File: src/rtl/color_round_ctrl_pkg.sv
// color_round_ctrl_pkg: shared state encoding, palette geometry and palette lookup helper
package color_round_ctrl_pkg;
  typedef enum logic [1:0] {IDLE = 2'd0, LOAD = 2'd1, PLAY = 2'd2, OVER = 2'd3} state_t;
  localparam int COLOR_W = 3;
  localparam int NUM_PLATS = 4;
  localparam int PALETTE_W = COLOR_W * NUM_PLATS;
  localparam int PLAT_IDX_W = 2;
  function automatic logic [COLOR_W-1:0] plat_color(input logic [PALETTE_W-1:0] pal, input logic [PLAT_IDX_W-1:0] idx);
    return pal[COLOR_W*idx +: COLOR_W];
  endfunction
endpackage

File: src/rtl/color_round_ctrl_if.sv
// color_round_ctrl_if: game inputs (tick, start, randomiser colours, landings) and registered game outputs
//   master drives tick/start/new_color_*/land_*, slave (the controller) drives everything else
interface color_round_ctrl_if #(parameter int SCORE_W = 8);
  import color_round_ctrl_pkg::*;
  logic tick;
  logic start;
  logic [PALETTE_W-1:0] new_color_plats;
  logic [COLOR_W-1:0] new_color_ball;
  logic land_valid;
  logic [PLAT_IDX_W-1:0] land_plat;
  logic [PALETTE_W-1:0] plat_colors;
  logic [COLOR_W-1:0] ball_color;
  logic [SCORE_W-1:0] score;
  logic [1:0] lives;
  logic [7:0] timer;
  state_t state;
  logic round_hit;
  logic round_miss;
  logic game_over;
  modport master (
    output tick, start, new_color_plats, new_color_ball, land_valid, land_plat,
    input plat_colors, ball_color, score, lives, timer, state, round_hit, round_miss, game_over
  );
  modport slave (
    input tick, start, new_color_plats, new_color_ball, land_valid, land_plat,
    output plat_colors, ball_color, score, lives, timer, state, round_hit, round_miss, game_over
  );
endinterface

File: src/rtl/color_round_ctrl_round_timer.sv
// color_round_ctrl_round_timer: loadable 8-bit down-counter with tick enable and expire flag
//   load/load_val: reload; en: one tick; count: ticks left; expire: this tick consumes the last one
module color_round_ctrl_round_timer (
  input  logic       clk,
  input  logic       reset,
  input  logic       load,
  input  logic       en,
  input  logic [7:0] load_val,
  output logic [7:0] count,
  output logic       expire
);
  assign expire = en && count == 8'd1;
  always_ff @(posedge clk) begin
    if (reset) count <= '0;
    else if (load) count <= load_val;
    else if (en && count != '0) count <= count - 8'd1;
  end
endmodule

File: src/rtl/color_round_ctrl.sv
// color_round_ctrl: latches colours per round, judges landings, keeps score/lives/timer, flags game over
//   clk, reset (sync, active-high); bus: slave side of color_round_ctrl_if
module color_round_ctrl #(
  parameter logic [7:0] ROUND_TICKS = 8'd120,
  parameter logic [1:0] START_LIVES = 2'd3,
  parameter int         SCORE_W     = 8
) (
  input logic clk,
  input logic reset,
  color_round_ctrl_if.slave bus
);
  import color_round_ctrl_pkg::*;
  logic expire;
  logic match;
  assign match = plat_color(bus.plat_colors, bus.land_plat) == bus.ball_color;
  // a landing in the same cycle as a tick takes priority, so the tick never reaches the timer
  color_round_ctrl_round_timer u_timer (
    .clk      (clk),
    .reset    (reset),
    .load     (bus.state == LOAD),
    .en       (bus.state == PLAY && bus.tick && !bus.land_valid),
    .load_val (ROUND_TICKS),
    .count    (bus.timer),
    .expire   (expire)
  );
  always_ff @(posedge clk) begin
    if (reset) begin
      bus.state <= IDLE;
      bus.score <= '0;
      bus.lives <= '0;
      bus.plat_colors <= '0;
      bus.ball_color <= '0;
      bus.round_hit <= 1'b0;
      bus.round_miss <= 1'b0;
      bus.game_over <= 1'b0;
    end else begin
      bus.round_hit <= 1'b0;
      bus.round_miss <= 1'b0;
      case (bus.state)
        IDLE, OVER: if (bus.start) begin
          bus.score <= '0;
          bus.lives <= START_LIVES;
          bus.game_over <= 1'b0;
          bus.state <= LOAD;
        end
        LOAD: begin
          bus.plat_colors <= bus.new_color_plats;
          bus.ball_color <= bus.new_color_ball;
          bus.state <= PLAY;
        end
        PLAY: if (bus.land_valid && match) begin
          bus.score <= &bus.score ? bus.score : bus.score + SCORE_W'(1);
          bus.round_hit <= 1'b1;
          bus.state <= LOAD;
        end else if (bus.land_valid || expire) begin
          bus.round_miss <= 1'b1;
          bus.lives <= bus.lives == 2'd0 ? 2'd0 : bus.lives - 2'd1;
          bus.game_over <= bus.lives == 2'd1;
          bus.state <= bus.lives == 2'd1 ? OVER : LOAD;
        end
      endcase
    end
  end
endmodule

File: src/flat_wrapper.sv
// flat-port wrapper written by rule: the top's interface ports become plain ports
module color_round_ctrl_flat import color_round_ctrl_pkg::*;
#(
  parameter logic [7:0] ROUND_TICKS = 8'd120,
  parameter logic [1:0] START_LIVES = 2'd3,
  parameter int         SCORE_W     = 8
)
  (clk, reset, bus_tick, bus_start, bus_new_color_plats, bus_new_color_ball, bus_land_valid, bus_land_plat, bus_plat_colors, bus_ball_color, bus_score, bus_lives, bus_timer, bus_state, bus_round_hit, bus_round_miss, bus_game_over);
  color_round_ctrl_if #(.SCORE_W(SCORE_W)) bus_i ();
  input logic clk;
  input logic reset;
  input wire logic [$bits(bus_i.tick)-1:0] bus_tick;
  input wire logic [$bits(bus_i.start)-1:0] bus_start;
  input wire logic [$bits(bus_i.new_color_plats)-1:0] bus_new_color_plats;
  input wire logic [$bits(bus_i.new_color_ball)-1:0] bus_new_color_ball;
  input wire logic [$bits(bus_i.land_valid)-1:0] bus_land_valid;
  input wire logic [$bits(bus_i.land_plat)-1:0] bus_land_plat;
  output wire logic [$bits(bus_i.plat_colors)-1:0] bus_plat_colors;
  output wire logic [$bits(bus_i.ball_color)-1:0] bus_ball_color;
  output wire logic [$bits(bus_i.score)-1:0] bus_score;
  output wire logic [$bits(bus_i.lives)-1:0] bus_lives;
  output wire logic [$bits(bus_i.timer)-1:0] bus_timer;
  output wire logic [$bits(bus_i.state)-1:0] bus_state;
  output wire logic [$bits(bus_i.round_hit)-1:0] bus_round_hit;
  output wire logic [$bits(bus_i.round_miss)-1:0] bus_round_miss;
  output wire logic [$bits(bus_i.game_over)-1:0] bus_game_over;
  assign bus_i.tick = bus_tick;
  assign bus_i.start = bus_start;
  assign bus_i.new_color_plats = bus_new_color_plats;
  assign bus_i.new_color_ball = bus_new_color_ball;
  assign bus_i.land_valid = bus_land_valid;
  assign bus_i.land_plat = bus_land_plat;
  assign bus_plat_colors = bus_i.plat_colors;
  assign bus_ball_color = bus_i.ball_color;
  assign bus_score = bus_i.score;
  assign bus_lives = bus_i.lives;
  assign bus_timer = bus_i.timer;
  assign bus_state = bus_i.state;
  assign bus_round_hit = bus_i.round_hit;
  assign bus_round_miss = bus_i.round_miss;
  assign bus_game_over = bus_i.game_over;
  color_round_ctrl #(.ROUND_TICKS(ROUND_TICKS), .START_LIVES(START_LIVES), .SCORE_W(SCORE_W)) u_core (.clk(clk), .reset(reset), .bus(bus_i));
endmodule
File: config.mk
export PLATFORM = sky130hd
export DESIGN_NAME = color_round_ctrl_flat
export DESIGN_NICKNAME = d
export VERILOG_FILES = /design/src/rtl/color_round_ctrl_pkg.sv /design/src/rtl/color_round_ctrl_if.sv /design/src/rtl/color_round_ctrl_round_timer.sv /design/src/rtl/color_round_ctrl.sv /design/src/flat_wrapper.sv
export SDC_FILE = /design/constraint.sdc
export NUM_CORES = 1
export LEC_CHECK = 0
export ABC_AREA = 1
export CAP_MARGIN = 0
export CORE_MARGIN = 1.5
export CORE_UTILIZATION = 51
export DETAILED_ROUTE_END_ITERATION = 8
export GPL_ROUTABILITY_DRIVEN = 0
export GPL_TIMING_DRIVEN = 0
export PLACE_DENSITY = 0.85
export SYNTH_ARGS = -nofsm -noshare
export SYNTH_HDL_FRONTEND = slang
export SYNTH_SLANG_ARGS = --single-unit
File: constraint.sdc
create_clock -name clk -period 2.3 [get_ports clk]
set_input_delay 0.69 -clock clk [delete_from_list [all_inputs] [get_ports clk]]
set_output_delay 0.69 -clock clk [all_outputs]
set_load 0.005 [all_outputs]
# Word level (Yosys, flattened, before mapping)
# Cells that the tools add are included.
dict set report op_classes {
  addsub 3
  multipliers 1
  n_div 0
  n_lt_le_gt_ge 0
  eq_ne 12
  n_shift 1
  mux 22
  n_bitwise 1
  n_reduce_logical 20
}
# op n
set ops {}
lappend ops {{8-bit two-way mux} 3}
lappend ops {{2-bit two-way mux} 8}
lappend ops {{8-bit case mux with 2 select lines} 1}
lappend ops {{7-bit two-way mux} 2}
lappend ops {{12-bit by 5-bit variable part select with 3-bit output} 1}
lappend ops {{2-bit != test (second input constant)} 5}
lappend ops {{8-bit by 1-bit adder with 8-bit output (second input constant)} 1}
lappend ops {{8-bit by 1-bit == test with 1-bit output (second input constant)} 1}
lappend ops {{4-bit AND reduction} 2}
lappend ops {{8-bit AND reduction} 1}
lappend ops {{8-bit nonzero test} 1}
lappend ops {{8-bit by 1-bit subtractor with 8-bit output (second input constant)} 1}
lappend ops {{2-bit case mux with 3 select lines} 1}
lappend ops {{2-bit OR reduction} 3}
lappend ops {{1-bit logical AND} 5}
lappend ops {{1-bit two-way mux} 5}
lappend ops {{2-bit by 1-bit == test with 1-bit output (second input constant)} 2}
lappend ops {{2-bit == test (second input constant)} 2}
lappend ops {{2-bit zero test} 2}
lappend ops {{2-bit by 2-bit multiplier with 4-bit output (first input constant)} 1}
lappend ops {{2-bit case mux with 2 select lines} 1}
lappend ops {{2-bit nonzero test} 2}
lappend ops {{3-bit == test} 1}
lappend ops {{3-bit != test (second input constant)} 1}
lappend ops {{7 further kinds} 7}
dict set report word_totals {
  reg_bits 38
  latchBits 0
  ramBits 0
  mem_bits_ro 0
  inputBits 22
  output_inout_bits 38
  n_memories 0
}

# Longest topological paths before layout
dict set report logic_depth {
  word_depth 8
  mapped_depth 13
}

# Hierarchy
# A second synthesis with hierarchy kept.
dict set report hier_totals {
  cells_unflattened 334
  hier_area_um2 2183.3
}
# mod n_inst cells_each area_each_um2
set by_module_without_submodules {}
lappend by_module_without_submodules {color_round_ctrl 1 232 1560.2}
lappend by_module_without_submodules {color_round_ctrl_round_timer 1 102 623.1}

# Worst setup path before layout
# OpenSTA, ideal clock, no wires.
dict set report synth_path {
  kind {input port to flip-flop}
  start {in bus_land_plat[0]}
  end {reg u_core.bus.score[2]}
  setup_time_ns 0.115
  arrival_time_ns 1.617
  required_ns 2.185
  setup_slack_ns 0.567
  path_stages 13
  path_buffers 1
  cell_sequence {inv_2 > nand2_1 > nand3_2 > nand2_1 > nand2_2 > nand2_2 > nor2_2 > nand2_4 > nand2_4 > buf_8 > nand4_1 > nand2_1 > nor2_1}
}
dict set report synth_between {
  elab_chain_cells 6
}
# element line_no
set synth_lines {}
lappend synth_lines {{start, declared} flat_wrapper.sv:17} ;# input wire logic [$bits(bus_i.land_plat)-1:0] bus_land_plat;
lappend synth_lines {{2-bit by 2-bit multiplier with 4-bit output} color_round_ctrl_pkg.sv:9} ;# return pal[COLOR_W*idx +: COLOR_W];
lappend synth_lines {{12-bit by 5-bit variable part select with 3-bit output} color_round_ctrl_pkg.sv:9}
lappend synth_lines {{3-bit == test} color_round_ctrl.sv:15} ;# assign match = plat_color(bus.plat_colors, bus.land_plat) == bus.ball_color;
lappend synth_lines {{1-bit logical AND} color_round_ctrl.sv:51} ;# PLAY: if (bus.land_valid && match) begin
lappend synth_lines {{2-bit != test (no source line)} --}
lappend synth_lines {{4-bit AND reduction (no source line)} --}
lappend synth_lines {{end signal, assigned} color_round_ctrl.sv:52} ;# bus.score <= &bus.score ? bus.score : bus.score + SCORE_W'(1);
lappend synth_lines {{end, declared} color_round_ctrl_if.sv:26} ;# output plat_colors, ball_color, score, lives, timer, state, round_hit, round_miss, game_over
# Every way passes these cells.
# A chain may end at the register's enable or synchronous reset.

# Worst setup path in the final report
dict set report layout_path {
  start {in bus_land_plat[1]}
  end {reg u_core.bus.score[2]}
}
# The elaborated chain is that of the path after synthesis.

==> out/metrics.sh <==
POST_SYNTH.CELL_AREA_AVG_SQ_UM=6.94
SYNTH_COMPOUND_GATE_AREA_SHARE_PCT=13.7
YOSYS_WARNINGS=0
SYNTH_FP_NETS=322
ANTENNA_FOUND_INITIAL=0
CTS_BUFFER_DEPTH=2
MAX_SLEW.WORST_PIN.SLEW_PS=573
SYNTH_TOP_AREA_SHARE_PCT=37.4
SYNTH_ENABLE_FLOP_CELLS=0
PART_OF_THE_YOSYS_AREA_USED_FOR_SEQUENTIAL_ELEMENTS_PCT=37.4
INITIAL_UTILIZATION_PCT=54.3
SYNTH_ASYNC_SR_FLOP_SHARE_PCT=0
SYNTH_FA_HA_AREA_SHARE_PCT=4.31
CRIT_BUF_INV=3
LAYOUT_CELLS_SIZED_ABOVE_1_PCT=6.42
TIMING.SETUP.CRITICAL_PATH_CLASS='in -> reg'
SYNTH-XOR-AREA-SHARE_PCT=0.862
WORST_SLEW_MARGIN_REL_PCT=61.8
CRITICAL-PATH-SLOWEST-CELL='sky130_fd_sc_hd__clkdlybuf4s50_1'
SYNTH_AREA_SQ_UM=2030
STATUS='finished clean'
SYNTH-SIMPLE-AREA-SHARE_PCT=34.5
HPWL_UM=3870
PLACE.PORT_BUFFERS=58
NETLIST.TOP_CELL.BY_AREA='sky130_fd_sc_hd__dfxtp_1'
DESIGN.PORTCOUNT=60
POST-ROUTE-DRC-COUNT=0
ROOT_BUFFER='sky130_fd_sc_hd__clkbuf_8'
NUM_ANTENNA_CELLS=0
WORST_SKEW_PAIR.LATE_LATENCY_PS=290
POWER_DENSITY_nW_PER_UM2=665
SYN_TO_FINAL_GROWTH_PCT=35.4
CTS_NUM_SINKS=38
MAX_CLOCK_FREQ_MHz=465
WORST_SETUP_HOLD_PATH_CLK_SLEW_PS=70
AVGVIACOUNTPERCELL=5.34
TIMING_HOLD_VIOLATIONS_FINAL=0
CLOCK_SKEW_PS=4.39
FINALCRITICALPERIOD_PS=2150
SETUP.WORST_PATH.END_CLASS='register'
FP.DIEW_UM=66.1
CRITPATHTOPFAMILY='simple AND/OR/NAND/NOR gates'
SYNTH_MOST_COMMON_CELL='sky130_fd_sc_hd__nand2_1'
CRITPATHARRIVALTIME_PS=2340
SYNTHMUXAREASHARE_PCT=0
GRT_USE_MET1_PCT=33.1
CRIT_TOP_CELL='sky130_fd_sc_hd__nand2_1'
WL_UM=5160
GRT_FIRST_PASS_WIRELENGTH_UM=8600
BUSIEST_LAYER='met2'
HTREEDEPTH=2
FIRST_GLOBAL_VIAS=2027
MET2_GRT_UTIL_PCT=41.5
DETAILEDROUTE.FIRSTPASSITERATIONCOUNT=5
STATIC-LEAKAGE-POWER_nW=1.14
ROUTED-VIA-COUNT=2169
TIMING.FINAL.WS_SETUP_PS=149
NNETSFINAL=387
GLOBAL_ROUTE.USAGE.TOTAL_PCT=25.2
FINAL.HOLD.WORST_SLACK_PS=493
VDD.IR_DROP.WORST_uV=472
CTS_HOLD_REPAIR.BUFFERS=0
YS_TYPES=31
GRT.OVERFLOW.TOTAL=0
FINALSETUPTNS_PS=0
DIE_AREA_SQ_UM=4370
DIE_HEIGHT_UM=66.1
DESIGN_POWER_TOTAL_mW=1.83
CRIT_CHAIN='clkdlybuf4s50_1 > inv_1 > nand3_1 > nand2_1 > nand2_1 > nand2_1 > nor2_4 > nand2_4 > nand2_4 > buf_8 > nand4_1 > nand2_1 > nor2_1'
YOSYS-TOP-CELLS-AREA='sky130_fd_sc_hd__dfxtp_1 37%, sky130_fd_sc_hd__nand2_1 10%, sky130_fd_sc_hd__nor2_1 8.5%'
HP-CLASS='reg -> reg'
UNREPAIRED_SETUP_ENDPOINTS_AFTER_GLOBAL_ROUTING='false'
GRT_MAX_DEGREE=11
POST-PLACE-WS_PS=-256
SYNTH.FF_LATCH_COUNT=38
ANT_NETS=0
CLOCK_TREE_FROM_TRITONCTS='yes'
SYNTH_CELLS=293
ROWS=22
GLOBAL_ROUTE.USAGE.MET3_PCT=5.62
CP_PEAK_STAGE_DELAY_PS=530
CORE_SQ_UM=3740
CTS_SETUP_BUFFERS=0
TIMING.FINAL.SETUP_VIOLATIONS=0
REPORT.FINAL.SLEW_VIOL_COUNT=0
SYNTH_COMMON_CELLS='54 x sky130_fd_sc_hd__nand2_1, 46 x sky130_fd_sc_hd__nor2_1, 38 x sky130_fd_sc_hd__dfxtp_1'
CRITPATHLAUNCHTYPE='input pin'
DRT_ITER0_DRC=181
WORST-ENDPOINT-REQUIRED_PS=2490
SYNTH-MAIN-FF-CELL='sky130_fd_sc_hd__dfxtp_1'
TIMING.CRITICAL_PATH.FANOUT_MAX=10
MAIN_COMBINATIONAL_CELL_FAMILY_BY_AREA_AFTER_SYNTHESIS='simple AND/OR/NAND/NOR gates'
WIRE_PER_INST_UM=12.7
MAXCAPVIOLATIONS=0
POST-ROUTE-PERIOD-UTIL_PCT=93.5
CTS_MADE_BUFFERS=5
==> cells in the final DEF, fill, tap and decap left out, types with 2 or more instances in the layout <==
cell                               n
sky130_fd_sc_hd__inv_1            30
sky130_fd_sc_hd__clkdlybuf4s50_1  57
sky130_fd_sc_hd__nand3_1          25
sky130_fd_sc_hd__o211ai_1          2
sky130_fd_sc_hd__nor3_1            3
sky130_fd_sc_hd__clkbuf_1          8
sky130_fd_sc_hd__nand2_2           2
sky130_fd_sc_hd__xor2_1            2
sky130_fd_sc_hd__dfxtp_1          38
sky130_fd_sc_hd__o21ai_0          20
sky130_fd_sc_hd__nand2_4           2
sky130_fd_sc_hd__a31oi_1           5
sky130_fd_sc_hd__nand3_2           5
sky130_fd_sc_hd__a21oi_1          23
sky130_fd_sc_hd__nand2_1          54
sky130_fd_sc_hd__clkbuf_8          6
sky130_fd_sc_hd__nor2_1           46
sky130_fd_sc_hd__nand4_1           9
sky130_fd_sc_hd__ha_1              7
==> what timing repair did <==
| item | 4_1_cts | 5_1_grt |
|---|---|---|
| resized for setup | 0 | 1 |
| endpoints found under the hold margin | 0 | 0 |
| setup endpoints to repair | 0 | 7 |
==> cell type report <==
class                      instances  area (sq um)
buffer                            11          71.3
clock buffer                       7          76.3
multi-input combinational        213          1080
sequential                        38           761
timing repair buffer              58           583
fill                             326           991
inverter                          31           116
tap                               48          60.1
==> cells by family (layout without fill, tap and decap cells) <==
family                   after synthesis  after routing
AND/OR/NAND/NOR                      152            152
AO/OA/AOI/OAI                         52             52
buffers and inverters                 42            107
flip-flops                            38             38
adder cells (fa/ha/maj)                7              7
XOR/XNOR                               2              2
==> state kept, by name, summed over array words and instances (netlist names) <==
register and flops:
u_core.bus.game_over 1, u_core.bus.score 8, u_core.bus.plat_colors 12, u_core.bus.ball_color 3
u_core.u_timer.count 8, u_core.bus.lives 2, u_core.bus.round_miss 1, u_core.bus.state 2
u_core.bus.round_hit 1
==> layer usage <==
layer,vias up,routed length (um)
li1,1097,-
met1,992,2370
met2,70,2400
met3,10,315
met4,0,80
met5,-,0
==> path summary, 6_finish.rpt <==
| kind | slack (ps) | endpoint | cells past startpoint | start |
|---|---|---|---|---|
| max reg2reg | 460 | u_core.bus.score[2]$_SDFFE_PP0P_ | 10 | u_core.bus.score[0]$_SDFFE_PP0P_ |
| min | 490 | u_core.bus.game_over$_SDFFE_PP0P_ | 2 | u_core.bus.game_over$_SDFFE_PP0P_ |
| max | 150 | u_core.bus.score[2]$_SDFFE_PP0P_ | 13 | bus_land_plat[1] |
| min reg2reg | 490 | u_core.bus.game_over$_SDFFE_PP0P_ | 2 | u_core.bus.game_over$_SDFFE_PP0P_ |
==> through the flow <==
stage	instance area, sq um	instances	util, %
3_5_place_dp	2670	399	71.4
3_3_place_gp	2670	399	71.4
4_1_cts	2750	406	73.5
6_report	2750	406	73.5
2_1_floorplan	2030	293	-
5_1_grt	2750	406	73.5
==> tightest hold or removal path, stage by stage, from the launching register on <==
cell                      delay (ps)
sky130_fd_sc_hd__dfxtp_1         310
sky130_fd_sc_hd__nand3_1          70
sky130_fd_sc_hd__a21oi_1          60
==> report_power, final <==
group	internal, mW	leakage, nW	switching [mW]
Clock	0.209	0.0383	0.220
Combinational	0.288	0.786	0.300
Sequential	0.736	0.312	0.0754
Note: power is estimated with default switching activity, not from simulation.
